## src/rtl/div_unit_pkg.sv

```systemverilog
// Shared encodings for the multi-cycle divider and the ex-stage decode that drives it.
package div_unit_pkg;

  typedef enum logic [1:0] {
    DIV_FREE   = 2'b00,
    DIV_BYZERO = 2'b01,
    DIV_ON     = 2'b10,
    DIV_END    = 2'b11
  } div_state_e;

  localparam logic DIV_RESULT_READY     = 1'b1;
  localparam logic DIV_RESULT_NOT_READY = 1'b0;
  localparam logic DIV_START            = 1'b1;
  localparam logic DIV_STOP             = 1'b0;

  // ALU operation codes decoded by ex to select this unit.
  localparam logic [7:0] ALUOP_DIV  = 8'b0001_1010;
  localparam logic [7:0] ALUOP_DIVU = 8'b0001_1011;

endpackage

```

## src/rtl/div_unit.sv

```systemverilog
// Multi-cycle restoring divider for DIV/DIVU; result_o = {remainder, quotient}.
// Optional macro DIV_EARLY_OUT_EN: finish at once when |dividend| < |divisor|.
module div_unit
  import div_unit_pkg::*;
#(
  parameter int DATA_W = 32
) (
  input  logic                clk,
  input  logic                rst,
  input  logic                signed_div_i,
  input  logic [DATA_W-1:0]   opdata1_i,
  input  logic [DATA_W-1:0]   opdata2_i,
  input  logic                start_i,
  input  logic                annul_i,
  output logic [2*DATA_W-1:0] result_o,
  output logic                ready_o
);

  localparam int CNT_W  = $clog2(DATA_W);
  localparam int WORK_W = 2 * DATA_W + 1;
  localparam logic [CNT_W-1:0] LAST_STEP = CNT_W'(DATA_W - 1);

  function automatic logic [DATA_W-1:0] magnitude(input logic [DATA_W-1:0] v,
                                                  input logic is_signed);
    return (is_signed && v[DATA_W-1]) ? (~v + DATA_W'(1)) : v;
  endfunction

  div_state_e          state_q, state_d;
  logic [CNT_W-1:0]    cnt_q, cnt_d;
  logic [WORK_W-1:0]   work_q, work_d;
  logic [DATA_W-1:0]   divisor_q, divisor_d;
  logic                neg_quot_q, neg_quot_d;
  logic                neg_rem_q, neg_rem_d;
  logic                ready_q, ready_d;
  logic [2*DATA_W-1:0] result_q, result_d;

  logic [DATA_W-1:0]   op1_mag, op2_mag;
  logic                divisor_zero, early_out, accept;
  logic [DATA_W+1:0]   trial, diff;
  logic [WORK_W-1:0]   step_work;
  logic [DATA_W-1:0]   quot_raw, rem_raw;

  // Working reg: partial remainder in the upper DATA_W+1 bits, dividend
  // bits shifting out / quotient bits shifting in at the bottom.
  always_comb begin
    op1_mag      = magnitude(opdata1_i, signed_div_i);
    op2_mag      = magnitude(opdata2_i, signed_div_i);
    divisor_zero = (opdata2_i == '0);
    accept       = (start_i == DIV_START) && !annul_i;
`ifdef DIV_EARLY_OUT_EN
    early_out    = !divisor_zero && (op1_mag < op2_mag);
`else
    early_out    = 1'b0;
`endif
    trial = {work_q[WORK_W-1:DATA_W], work_q[DATA_W-1]};
    diff  = trial - {2'b00, divisor_q};
    if (diff[DATA_W+1]) begin
      step_work = {trial[DATA_W:0], work_q[DATA_W-2:0], 1'b0};
    end else begin
      step_work = {diff[DATA_W:0], work_q[DATA_W-2:0], 1'b1};
    end
    quot_raw = work_q[DATA_W-1:0];
    rem_raw  = work_q[2*DATA_W-1:DATA_W];
  end

  always_ff @(posedge clk) begin
    if (rst) begin
      state_q    <= DIV_FREE;
      cnt_q      <= '0;
      work_q     <= '0;
      divisor_q  <= '0;
      neg_quot_q <= 1'b0;
      neg_rem_q  <= 1'b0;
      ready_q    <= DIV_RESULT_NOT_READY;
      result_q   <= '0;
    end else begin
      state_q    <= state_d;
      cnt_q      <= cnt_d;
      work_q     <= work_d;
      divisor_q  <= divisor_d;
      neg_quot_q <= neg_quot_d;
      neg_rem_q  <= neg_rem_d;
      ready_q    <= ready_d;
      result_q   <= result_d;
    end
  end

  always_comb begin
    state_d    = state_q;
    cnt_d      = cnt_q;
    work_d     = work_q;
    divisor_d  = divisor_q;
    neg_quot_d = neg_quot_q;
    neg_rem_d  = neg_rem_q;
    case (state_q)
      DIV_FREE: begin
        if (accept) begin
          divisor_d  = op2_mag;
          neg_quot_d = signed_div_i && (opdata1_i[DATA_W-1] ^ opdata2_i[DATA_W-1]);
          neg_rem_d  = signed_div_i && opdata1_i[DATA_W-1];
          work_d     = {{(DATA_W+1){1'b0}}, op1_mag};
          cnt_d      = '0;
          if (divisor_zero) begin
            state_d = DIV_BYZERO;
          end else if (early_out) begin
            // Quotient 0, remainder is the dividend magnitude; sign fix-up restores it.
            work_d  = {1'b0, op1_mag, {DATA_W{1'b0}}};
            state_d = DIV_END;
          end else begin
            state_d = DIV_ON;
          end
        end
      end
      DIV_BYZERO: begin
        work_d  = '0;
        state_d = annul_i ? DIV_FREE : DIV_END;
      end
      DIV_ON: begin
        if (annul_i) begin
          state_d = DIV_FREE;
        end else begin
          work_d = step_work;
          cnt_d  = cnt_q + CNT_W'(1);
          if (cnt_q == LAST_STEP) begin
            state_d = DIV_END;
          end
        end
      end
      DIV_END: begin
        if (annul_i || start_i == DIV_STOP) begin
          state_d = DIV_FREE;
        end
      end
      default: state_d = DIV_FREE;
    endcase
  end

  always_comb begin
    ready_d  = DIV_RESULT_NOT_READY;
    result_d = '0;
    if (state_q == DIV_END && accept) begin
      ready_d = DIV_RESULT_READY;
      result_d[DATA_W-1:0]        = neg_quot_q ? (~quot_raw + DATA_W'(1)) : quot_raw;
      result_d[2*DATA_W-1:DATA_W] = neg_rem_q  ? (~rem_raw + DATA_W'(1))  : rem_raw;
    end
  end

  assign result_o = result_q;
  assign ready_o  = ready_q;

endmodule
```

## config.mk

```make
export PLATFORM = sky130hd
export DESIGN_NAME = div_unit
export DESIGN_NICKNAME = d
export VERILOG_FILES = /design/src/rtl/div_unit_pkg.sv /design/src/rtl/div_unit.sv
export SDC_FILE = /design/constraint.sdc
export NUM_CORES = 1
export LEC_CHECK = 0
export ABC_AREA = 1
export BUFFER_PORTS_ARGS = -buffer_cell sky130_fd_sc_hd__buf_4
export CAP_MARGIN = 10
export CELL_PAD_IN_SITES_DETAIL_PLACEMENT = 0
export CELL_PAD_IN_SITES_GLOBAL_PLACEMENT = 1
export CORE_ASPECT_RATIO = 0.5
export CORE_MARGIN = 3
export CORE_UTILIZATION = 46
export DETAILED_ROUTE_END_ITERATION = 12
export PLACE_DENSITY_LB_ADDON = 0.1
export SLEW_MARGIN = 30
export SYNTH_ARGS = -nofsm -noshare
export SYNTH_HDL_FRONTEND = slang
export SYNTH_SLANG_ARGS = --single-unit
```

## constraint.sdc

```tcl
create_clock -name clk -period 5.4 [get_ports clk]
set_input_delay 0.81 -clock clk [delete_from_list [all_inputs] [get_ports clk]]
set_output_delay 0.81 -clock clk [all_outputs]
set_load 0.01 [all_outputs]
```

# After elaboration in Yosys (flattened, before gate mapping)
# Cells that the tools add are included.
[totals]
regBits = 171
input_bits = 69
output_inout_bits = 65
wordCells = 64
[op_classes]
addsub = 6
n_eq_ne = 8
muxes = 19
n_bitwise = 7
reduce_logical = 16
[op_table]
columns = ["op", "n"]
rows = [
  ["$mux 65", 3],
  ["$pmux 65 s3", 1],
  ["$add 32x1->32 const B", 4],
  ["$mux 32", 4],
  ["$not 32->32", 4],
  ["$sub 34x32->34", 1],
  ["$logic_not 32->1", 1],
  ["$mux 2", 6],
  ["$mux 5", 2],
  ["$pmux 5 s2", 1],
  ["$reduce_and 3->1", 3],
  ["$pmux 2 s4", 1],
  ["$ne 2x2->1 const B", 3],
  ["$add 5x1->5 const B", 1],
  ["$eq 5x5->1 const B", 1],
  ["$logic_and 1x1->1", 5],
  ["$eq 2x2->1 const B", 2],
  ["$ne 3x3->1 const B", 1],
  ["$reduce_bool 3->1", 1],
  ["$eq 2x1->1 const B", 1],
  ["$logic_not 2->1", 1],
  ["$not 1->1", 2],
  ["$reduce_and 2->1", 1],
  ["$reduce_bool 2->1", 1],
  ["5 further kinds", 5],
]

# Depth between registers and ports, before layout
[logic_depth]
ltp_word = 5
depth_mapped = 18

# Worst setup path before layout
# No wires, ideal clock.
[synth_timing]
kind = "input port to flip-flop"
from = "in opdata2_i[0]"
to = "reg divisor_q[30]"
arrival_time_ns = 2.146
t_required_ns = 5.284
setup_slack_ns = 3.137
cell_stages = 13
path_buffers = 0
path_cell_list = "inv_1 > ha_1 > nand3_1 > nor2_2 > nand2_1 > o21ai_1 > o21ai_0 > nor2_2 > nand2_1 > nand2_1 > nand3_1 > o211ai_1 > inv_1"
[synth_between]
elab_chain_len = 3
[synth_lines]
columns = ["element", "line", "rtl"]
rows = [
  ["start: declaration", "div_unit.sv:12", "input logic [DATA_W-1:0] opdata2_i,"],
  ["$not 32->32", "div_unit.sv:25", "return (is_signed && v[DATA_W-1]) ? (~v + DATA_W'(1)) : v;"],
  ["$add 32x1->32", "div_unit.sv:25", ""],
  ["$mux 32", "div_unit.sv:25", ""],
  ["end signal: assignment", "div_unit.sv:80", "divisor_q <= divisor_d;"],
  ["end: declaration", "div_unit.sv:31", "logic [DATA_W-1:0] divisor_q, divisor_d;"],
]
# No other way between the ends.
# A chain may end at the register's enable or synchronous reset.

# Worst setup path after layout
[layout_timing]
from = "reg work_q[31]"
to = "reg work_q[60]"
[layout_between]
elab_chain_len = 4
[layout_lines]
columns = ["element", "line", "rtl"]
rows = [
  ["start: declaration", "div_unit.sv:30", "logic [WORK_W-1:0] work_q, work_d;"],
  ["start signal: assignment", "div_unit.sv:79", "work_q <= work_d;"],
  ["$sub 34x32->34", "div_unit.sv:56", "diff = trial - {2'b00, divisor_q};"],
  ["$mux 65", "div_unit.sv:57", "if (diff[DATA_W+1]) begin"],
  ["$mux 65", "div_unit.sv:119", "if (annul_i) begin"],
  ["$pmux 65 s3", "div_unit.sv:95", "case (state_q)"],
]
# No other way between the ends. The select of a mux whose other input is x is not followed.

==> qor.csv <==
stage,metric,value,unit
power_and_ir_drop,worst vdd ir,0.3469,mV
floorplanning,Die Wd,238.5,µm
sta,measured slew at the worst slew-check pin,0.9114,ns
global_routing,initial antenna violation count,0,
clocking,cts bufs inserted,17,
routing,Iter 0 DRT Violations,1077,
sta,Rel. slew slack,0.3924,
sta,"Hold Vio Cnt, Final",0,
global_routing,GRT overflow,0,
worst_setup_path,crit-path max FO,4,
routing,final wirelength,40650,µm
floorplanning,cell row count,41,
synth,#FFs+latches synth,171,
floorplanning,Initial Util,0.4808,
sta,RSZ-0062 raised after global routing,no,
worst_hold_path,worst hold stages,2,
sta,"Setup violations, final",0,
synth,main area contributors after synthesis,"dfxtp_1 (28%), nand2_1 (13%), inv_1 (8.7%)",
clocking,clock latency on the worst-skew pair,0.45,ns
synth,"Distinct cells, synth",53,
clocking,CTS tree,done,
place,routability cong.,0.9532,
synth,warnings from Yosys,0,
sta,post-layout minimum cycle time,2.937,ns
synth,Post-synth EDFFs,0,
routing,drc violations,0,
worst_hold_path,worst min path class,flip-flop to flip-flop,
layout,fill cell count,2704,
clocking,CTS root buffer,clkbuf_16,
clocking,CTS resizes,0,
clocking,Longest Clk Path Bufs,2,
synth,Synth async-reset ratio,0,
worst_setup_path,WS Path Type,flip-flop to flip-flop,
floorplanning,I/O pin count,134,
routing,detailed-route via count,12822,
sta,skew final,0.01016,ns
routing,first drt pass iteration count,5,
power_and_ir_drop,P_leak,6.787,nW
worst_setup_path,FF-to-FF path depth,17,
clocking,CTS H-tree depth,4,
sta,Hold Slack,0.4785,ns
clocking,hold bufs inserted after CTS,0,
global_routing,vias in the first global route,11622,
routing,number of nets with antenna violations after routing,0,
global_routing,GRT Util Overall,0.2808,
layout,Inserted Diodes,0,
floorplanning,die height,122.2,µm
sta,TNS Setup,0,ns
layout,# nets final,2152,
worst_setup_path,CP endpoint kind,flip-flop,
clocking,Post CTS Setup Buffer Count,0,
routing,post-DR vias/cell,5.351,
global_routing,first-pass GRT wire length,63770,µm
sta,final period utilization,0.5439,
synth,Mapped Nets,2060,
place,Port Buffers,133,
floorplanning,die footprint,0.02915,mm²
outcome,status,completed,
synth,Synth Flop Type,dfxtp_1,
synth,Netlist Area Pre-Place,0.01243,mm²
power_and_ir_drop,PD cells,384.4,mW/mm²
sta,fmax,340.5,MHz
synth,Post-Syn Instances,1947,
sta,max-slew violations,0,
place,DP HPWL,31340,µm
synth,synth cell count leaders,"nand2_1 (427), inv_1 (287), a21oi_1 (186)",
flow_run,Max-Cap Viols,0,
synth,Syn Area/Cell,6.385,µm²
synth,post-synthesis sequential area ratio,0.2754,
layout,synth-to-layout area growth,14.51,%
floorplanning,core area,0.02585,mm²
clocking,clock-pin transition on the worst setup and hold timing paths,0.07,ns
layout,share of layout cells above drive strength 1,0.1511,
worst_setup_path,crit start category,flip-flop,
routing,average wire per standard cell,16.97,µm
worst_setup_path,Crit path required time,5.69,ns
synth,post-synth top area share,0.2754,
synth,cell accounting for the most synthesized area,dfxtp_1,
synth,"count leader, synth",nand2_1,
worst_setup_path,data arrival time of the worst path,3.23,ns
clocking,clock sink count,171,
global_routing,largest net degree at the start of global routing,76,
## report_power, final
part           switching [mW]  internal (mW)
Sequential              0.171           1.41
Clock                   0.534          0.755
Combinational            1.82          0.785
Total                    2.52           2.95
## registers in the layout (all words and copies together) (netlist names)
register,flops
result_o,64
divisor_q,32
ready_o,1
neg_quot_q,1
neg_rem_q,1
state_q,2
work_q,65
cnt_q,5
## path summary, 6_finish.rpt
check	startpoint	to	slack [ns]
worst max-delay path	work_q[31]$_SDFFE_PP0P_	work_q[60]$_SDFFE_PP0P_	2.46
worst max register to register	work_q[31]$_SDFFE_PP0P_	work_q[60]$_SDFFE_PP0P_	2.46
worst min register to register	divisor_q[31]$_SDFFE_PP0P_	divisor_q[31]$_SDFFE_PP0P_	0.48
worst min-delay path	divisor_q[31]$_SDFFE_PP0P_	divisor_q[31]$_SDFFE_PP0P_	0.48
## per-stage QoR
stage	worst slack, ns	power [mW]	cells	util	cell area, µm²
final	2.463	5.472	2396	0.5506	14230
after global placement	2.295	4.151	2363	0.5261	13600
after detailed placement	2.301	4.155	2364	0.5272	13630
after global routing	2.255	5.875	2396	0.5506	14230
after floorplan	3.137	3.457	1947	-	12430
after CTS	2.557	5.449	2396	0.5506	14230
## layer usage
| metal | wire [µm] | global-route usage | up-vias |
|---|---|---|---|
| li1 | - | - | 6542 |
| met1 | 19240 | 0.3977 | 5864 |
| met2 | 17940 | 0.4440 | 377 |
| met3 | 2865 | 0.05793 | 39 |
| met4 | 610 | 0.05958 | 0 |
| met5 | 0 | 0 | - |
## critical path, stage by stage (launching register included)
cell and delay, ns:
dfxtp_1 0.32, inv_1 0.10, ha_1 0.25, fa_1 0.43, inv_1 0.21, nand3_1 0.09
nand2_1 0.25, nand2_1 0.09, nand2_1 0.18, nand2_1 0.08, nand2_1 0.15, nand3_1 0.12
nand2_1 0.09, nand2_1 0.05, nand2_1 0.14, nand2_1 0.08, nand3_1 0.08, a21oi_1 0.06
## logic make-up (layout without fill, tap and decap cells)
logic type               after synthesis  count (layout)  share of synthesized area
buffers and inverters                373             478                     0.1188
adder cells (fa/ha/maj)               44              44                    0.04489
flip-flops                           171             171                     0.2754
AND/OR/NAND/NOR                      921             921                     0.3522
XOR/XNOR                              39              39                    0.02748
AO/OA/AOI/OAI                        399             399                     0.1813
## cell usage in the layout (no fill, tap or decap), drive strengths merged, types with 2 or more instances in the layout
cell type | netlist | layout
a211oi | 2 | 2
a21oi | 211 | 211
a221oi | 13 | 13
a31oi | 3 | 3
and3 | 2 | 2
buf | 16 | 139
bufinv | 0 | 3
clkbuf | 50 | 23
clkinv | 1 | 5
clkinvlp | 0 | 2
dfxtp | 171 | 171
ha | 43 | 43
inv | 306 | 306
nand2 | 468 | 468
nand3 | 176 | 176
nand3b | 6 | 6
nand4 | 26 | 26
nor2 | 173 | 173
nor3 | 52 | 52
nor4 | 11 | 11
o211ai | 9 | 9
o21a | 6 | 6
o21ai | 137 | 137
o21bai | 4 | 4
o221ai | 5 | 5
o31ai | 4 | 4
or2 | 6 | 6
xnor2 | 23 | 23
xor2 | 16 | 16
## layout make-up
cell class | instances | area (µm²) | area share
clock inverter | 9 | 136.4 | 0.009581
clock buffer | 23 | 467.9 | 0.03287
sequential | 171 | 3423 | 0.2405
inverter | 307 | 1152 | 0.08095
timing repair buffer | 139 | 1064 | 0.07471
tap | 344 | 430.4 | 0.03024
multi-input combinational | 1403 | 7561 | 0.5312
(Power assumes the default switching activity.)
